[src/rtl/microstep_sequencer.sv]
// Microstep sequencer: keeps the electrical phase and, through a shared cosine LUT,
// converts a snapshot of it into two coil current magnitudes and polarities.
module microstep_sequencer #(
    parameter int CNT_W = 8
) (
    input  logic             CLK,
    input  logic             resetn,
    input  logic             ena,
    input  logic             step,
    input  logic             dir,
    input  logic [2:0]       msteps,
    input  logic             home,
    output logic [5:0]       cos_index,
    input  logic [7:0]       cos_value,
    output logic [7:0]       vref_a,
    output logic [7:0]       vref_b,
    output logic             pol_a,
    output logic             pol_b,
    output logic [7:0]       phase,
    output logic             valid,
    output logic [CNT_W-1:0] coalesce_cnt
);

    typedef enum logic [1:0] {IDLE, LUT_A, LUT_B, COMMIT} state_t;

    state_t           state_q, state_d;
    logic [7:0]       phase_q, phase_d;
    logic [7:0]       snap_q, snap_d;
    logic             pending_q, pending_d;
    logic [7:0]       mag_a_q, mag_b_q;
    logic [7:0]       vref_a_q, vref_b_q;
    logic             pol_a_q, pol_b_q;
    logic             valid_q;
    logic [CNT_W-1:0] coalesce_q;

    logic             change;
    logic [7:0]       stepSize;
    logic [5:0]       idxA;

    assign change   = ena & (step | home);
    assign stepSize = 8'd1 << ((msteps > 3'd6) ? 3'd6 : msteps);

    always_comb begin
        phase_d = phase_q;
        if (change) begin
            if (home)
                phase_d = 8'd0;
            else if (dir)
                phase_d = phase_q + stepSize;
            else
                phase_d = phase_q - stepSize;
        end
    end

    // A refresh restarts from the freshest phase; changes arriving mid-refresh are remembered in pending.
    always_comb begin
        state_d   = state_q;
        snap_d    = snap_q;
        pending_d = pending_q;
        case (state_q)
            IDLE:    if (change || pending_q) state_d = LUT_A;
            LUT_A:   state_d = LUT_B;
            LUT_B:   state_d = COMMIT;
            COMMIT:  state_d = (change || pending_q) ? LUT_A : IDLE;
            default: state_d = IDLE;
        endcase
        if (state_d == LUT_A) begin
            snap_d    = phase_d;
            pending_d = 1'b0;
        end else if (change && state_q != IDLE) begin
            pending_d = 1'b1;
        end
    end

    // Odd quadrants mirror the table; the other coil always reads the mirrored address.
    assign idxA = snap_q[6] ? ~snap_q[5:0] : snap_q[5:0];

    always_comb begin
        cos_index = 6'd0;
        if (state_q == LUT_A)
            cos_index = idxA;
        else if (state_q == LUT_B)
            cos_index = ~idxA;
    end

    always_ff @(posedge CLK or negedge resetn) begin
        if (!resetn) begin
            state_q    <= IDLE;
            phase_q    <= 8'd0;
            snap_q     <= 8'd0;
            pending_q  <= 1'b1;
            mag_a_q    <= 8'd0;
            mag_b_q    <= 8'd0;
            vref_a_q   <= 8'd0;
            vref_b_q   <= 8'd0;
            pol_a_q    <= 1'b0;
            pol_b_q    <= 1'b0;
            valid_q    <= 1'b0;
            coalesce_q <= '0;
        end else begin
            state_q   <= state_d;
            phase_q   <= phase_d;
            snap_q    <= snap_d;
            pending_q <= pending_d;
            valid_q   <= (state_q == COMMIT);
            if (state_q == LUT_A)
                mag_a_q <= cos_value;
            if (state_q == LUT_B)
                mag_b_q <= cos_value;
            if (state_q == COMMIT) begin
                vref_a_q <= mag_a_q;
                vref_b_q <= mag_b_q;
                pol_a_q  <= snap_q[7] ^ snap_q[6];
                pol_b_q  <= snap_q[7];
            end
            if (change && pending_q && coalesce_q != '1)
                coalesce_q <= coalesce_q + CNT_W'(1);
        end
    end

    assign phase        = phase_q;
    assign vref_a       = vref_a_q;
    assign vref_b       = vref_b_q;
    assign pol_a        = pol_a_q;
    assign pol_b        = pol_b_q;
    assign valid        = valid_q;
    assign coalesce_cnt = coalesce_q;

endmodule
[config.mk]
export PLATFORM = sky130hd
export DESIGN_NAME = microstep_sequencer
export DESIGN_NICKNAME = d
export VERILOG_FILES = /design/src/rtl/microstep_sequencer.sv
export SDC_FILE = /design/constraint.sdc
export NUM_CORES = 1
export LEC_CHECK = 0
export BUFFER_PORTS_ARGS = -buffer_cell sky130_fd_sc_hd__buf_2
export CORE_MARGIN = 4
export CORE_UTILIZATION = 53
export DETAILED_ROUTE_END_ITERATION = 8
export MAX_ROUTING_LAYER = met4
export PLACE_DENSITY_LB_ADDON = 0.05
export SETUP_SLACK_MARGIN = 0.4
export SYNTH_ARGS = -nofsm -noshare
export SYNTH_HDL_FRONTEND = slang
export SYNTH_SLANG_ARGS = --single-unit
[constraint.sdc]
create_clock -name CLK -period 4.6 [get_ports CLK]
set_input_delay 0.92 -clock CLK [delete_from_list [all_inputs] [get_ports CLK]]
set_output_delay 0.92 -clock CLK [all_outputs]
set_load 0.005 [all_outputs]
* Yosys cells after proc, flatten, opt, wreduce, memory -nomap -nowiden *
Index checks and enable logic that the tools add are counted.
W data, S select, Z words.

word-level totals
  output and inout port bits = 41
  word-level logic and storage cells = 46
  register bits after elaboration = 62
  input port bits = 17

operators by class
  reductions and logical operators = 7
  $lt $le $gt $ge = 1
  bitwise gates (word level) = 5
  eq/ne operators = 5
  shifts and indexed selects = 1
  add/subtract/negate cells = 3
  muxes and demuxes = 12

operator list
  cell                   number
  $mux W8                3
  $mux W6                3
  $not A6 Y6             2
  $add A8 B1 Y8 const B  1
  $add A8 B8 Y8          1
  $ne A8 B8 Y1 const B   1
  $pmux W2 S4            1
  $shl A1 B3 Y8 const A  1
  $sub A8 B8 Y8          1
  $eq A2 B1 Y1 const B   2
  $eq A2 B2 Y1 const B   2
  $reduce_bool A2 Y1     2
  $gt A3 B3 Y1 const B   1
  $logic_and A1 B1 Y1    3
  $mux W1                3
  $mux W3                1
  $logic_not A2 Y1       1
  $mux W2                1
  $and A1 B1 Y1          1
  $logic_or A1 B1 Y1     1
  $or A1 B1 Y1           1
  $xor A1 B1 Y1          1

* Longest topological paths before layout *
  depth after elaboration = 7
  depth in mapped cells = 10
  gate-level depth less buffers = 10

* Worst setup path before layout *
No wires, ideal clock.

  path type = in2reg
  start point = input port msteps[2]
  end point = register snap_q[7]
  data arrival time = 2787 ps
  library setup time = 125 ps
  buffers on the path = 0
  setup slack = 1688 ps
  cell stages on the path = 9
  required time = 4475 ps
  cell sequence = inv_1 > or3_1 > o21ai_0 > ha_1 > a21oi_1 > nand3_2 > a311o_1 > a32o_2 > mux2_4

on the way
  word-level cells in the longest chain between the ends = 7
  elaborated cells on any way between the ends = 8
  those cells by class = 2 x add/sub; 1 x order compare; 1 x shift; 4 x mux

ends and longest elaborated chain
  item                                                   RTL line  source
  start: declaration                                     11        input logic [2:0] msteps,
  $gt A3 B3 Y1                                           41        assign stepSize = 8'd1 << ((msteps > 3'd6) ? 3'd6 : msteps);
  $mux W3 *                                              41
  $shl A1 B3 Y8 *                                        41
  $sub A8 B8 Y8 / $add A8 B8 Y8 (equally long branches)  51, 49
  $mux W8 *                                              48        else if (dir)
  $mux W8 *                                              46        if (home)
  $mux W8 *                                              45        if (change) begin
  named net phase_d[7]                                   27        logic [7:0] phase_q, phase_d;
  end signal: assignment                                 103       snap_q <= snap_d;
  end: declaration                                       28        logic [7:0] snap_q, snap_d;

The timed path passes the listed nets; every way through them passes the cells marked *.
A chain may end at the register's enable or synchronous reset.

* Final worst setup path *
  start point = register state_q[0]
  end point = output port cos_index[5]

on the way
  word-level cells in the longest chain between the ends = 3
  elaborated cells on any way between the ends = 4
  those cells by class = 2 x eq/ne; 2 x mux

ends and longest elaborated chain
  item                      RTL line  source
  start: declaration        26        state_t state_q, state_d;
  start signal: assignment  101       state_q <= state_d;
  $eq A2 B2 Y1              82        else if (state_q == LUT_B)
  $mux W6                   82
  $mux W6 *                 80        if (state_q == LUT_A)
  end: declaration          13        output logic [5:0] cos_index,

Every way passes the cells marked *; elsewhere a longest branch is shown, timed or not.

==> run_results.csv <==
group,metric,value,unit
status,outcome,"finished, final reports clean",
floorplan,die_area,0.00667,mm^2
yosys,ys_seq_area_share,53.9,%
yosys,ys.flop_type,"dfrtp_1",
floorplan,num_rows,26,
grt,grt_util_all_layers,18.1,%
detailed_routing,drc,0,
clock_tree,postCtsSetupBuffers,0,
grt,overflow,0,
clock_tree,cts.sinks,62,
sta,max_freq,0.334,GHz
floorplan,fp.dieW,81.7,um
sta,rsz0062_at_grt,"no",
placement,io_buffers,57,
floorplan,coreArea,0.00517,mm^2
final_layout,multi_input_area,0.00127,mm^2
final_layout,layout_common_cells,"61 x dfrtp_1, 57 x buf_2, 46 x mux2_2",
detailed_routing,dr.pass1.iters,4,
power,ir_drop,0.399,mV
yosys,synth-seq-cells,62,
grt,grt_max_degree,34,
final_layout,final_nets,316,
final_layout,n_antenna_cell,0,
grt,grt_pass1_vias,1915,
final_layout,final_common_cell,"dfrtp_1",
detailed_routing,totalWireLength,5.21,mm
power,power_density,672,mW/mm^2
clock_tree,cts_resized,0,
final_layout,syn_to_final_growth,19.3,%
detailed_routing,via_per_inst,5.19,
yosys,synth_area,0.00288,mm^2
grt,antenna_found_initial,0,
yosys,async_reset_ff_share,100,%
placement,place_congestion,0.771,
floorplan,start_util,55.7,%
final_layout,drive_above_1_share,43.3,%
power,leakagePower,1.67,nW
clock_tree,numCtsBuffers,9,
critical_path,critPathRequiredTime,3.68,ns
floorplan,boundaryPins,58,
critical_path,cp-start-kind,"flop",
final_layout,fill_cells,412,
clock_tree,insertion_delay,0.33,ns
floorplan,die_y,81.7,um
clock_tree,root_buffer,"clkbuf_8",
clock_tree,cts_tree,"yes",
sta,slew_viol_final,0,
detailed_routing,ant_nets,0,
detailed_routing,vias,1872,
yosys,synth-edff-count,0,
final_layout,seq_area,0.00155,mm^2
detailed_routing,drt-wirelength-per-cell,14.4,um
job,cap_viol_max_count,0,
final_layout,final_util,66.4,%
clock_tree,htree_num_levels,3,
placement,hpwl,3.77,mm
sta,slew_headroom,38.1,%
yosys,synth_top_area_share,53.0,%
grt,grt_pass1_wl,8.83,mm
clock_tree,cts.path.max_buffers,2,
detailed_routing,first_iter_violations,97,
yosys,avgSynthCellArea,12.9,um^2
sta,hold_viol,0,
critical_path,path_class,"reg -> out",
yosys,yosys.area.top_type,"dfrtp_1",
sta,fin_crit,2.99,ns
yosys,syn_nets,253,
critical_path,crit_arrival,2.07,ns
sta,setup-violations-final,0,
sta,fin_tns_setup,0,ns
critical_path,end_kind,"output port",
yosys,synth_warnings,0,
clock_tree,path_clk_slew,0.07,ns
yosys,synth_cell_types,38,
yosys,netlist_instances,223,
power,power.total,2.31,mW
yosys,synthTopCellsByArea,"dfrtp_1 53%, mux2_2 18%, ha_1 5.2%, xnor2_1 4.6%, a22o_1 1.5%",
sta,worst_pin_slew,0.928,ns
sta,finClkSkew,0.00633,ns
hold_path,hp-class,"reg -> reg",
critical_path,critPathMaxFanout,10,
sta,finalCritPeriodShare,65.0,%
clock_tree,cts-hold-fix-buffers,0,
-- cells by family (layout without fill, tap and decap cells) --
group,Yosys count,in the layout,share of synthesized area [%]
xor+xnor,18,18,5.48
fa+ha+maj,13,13,5.91
buf+inv,14,82,1.87
mux,48,48,18.9
flops,62,62,53.9
compound gates,30,30,7.69
simple gates,38,38,6.26
-- stage by stage --
step / worst slack (ns) / instance area (um^2) / std cells / hold WS, ns
2_1_floorplan: 1.69 / 2880 / 223 / 0.475
3_3_place_gp: 1.47 / 3240 / 345 / 0.484
3_5_place_dp: 1.43 / 3240 / 345 / 0.488
4_1_cts: 1.58 / 3440 / 361 / 0.504
5_1_grt: 1.47 / 3440 / 361 / 0.520
6_report: 1.61 / 3440 / 361 / 0.496
-- path summary, 6_finish.rpt --
check	from	end	slack [ns]	cells past startpoint
setup / recovery	state_q[0]	cos_index[5]	1.61	5
hold / removal	coalesce_cnt[7]	coalesce_cnt[7]	0.50	1
setup reg to reg	state_q[0]	snap_q[5]	2.13	4
hold reg to reg	coalesce_cnt[7]	coalesce_cnt[7]	0.50	1
max in group asynchronous	resetn	pending_q	3.07	2
min in group asynchronous	resetn	phase[5]	0.61	1
-- layer usage --
metal	routed length (um)	part of all wire (%)	vias up	GRT usage, %
met3	225	4.3	6	5.48
li1	-	-	915	-
met1	2410	46	916	23.2
met2	2520	48	35	27.8
met4	57	1.1	0	5.48
met5	0	0	-	-
-- Yosys cell counts, types with 2 or more instances --
master,number
a21o_1,2
nor2_1,10
o22ai_1,2
clkbuf_1,5
a22o_1,5
nand3_1,6
xor2_1,3
o21ai_0,3
ha_1,12
nand2_1,11
mux2_2,46
o21a_1,3
xnor2_1,15
or3_1,2
nand2b_1,3
inv_1,8
a21oi_1,6
dfrtp_1,61
-- state kept, by name (all words and copies together) (netlist names) --
register,flops
valid,1
phase,8
pending_q,1
state_q,2
vref_b,8
mag_b_q,8
coalesce_cnt,8
mag_a_q,8
vref_a,8
snap_q,8
pol_a,1
pol_b,1
-- where the power goes --
group | internal [mW] | switching (mW) | total, mW
Clock | 0.265 | 0.206 | 0.471
Sequential | 0.786 | 0.144 | 0.930
Combinational | 0.524 | 0.385 | 0.909
Total | 1.57 | 0.735 | 2.31
-- critical path, cell delays in order, from the launching register on --
cell and delay [ns]:
dfrtp_1 0.41, inv_1 0.09, ha_1 0.45, nor2b_1 0.44, mux2_2 0.25, buf_2 0.11
-- layout make-up --
| type | count | share of cell area (%) |
|---|---|---|
| Multi-Input combinational cell | 147 | 37.0 |
| Timing Repair Buffer | 58 | 8.52 |
| Tap cell | 70 | 2.55 |
| Sequential cell | 62 | 45.2 |
| Clock buffer | 11 | 4.12 |
| Inverter | 8 | 0.874 |
| Clock inverter | 5 | 1.71 |
Note: power is estimated with default switching activity, not from simulation.
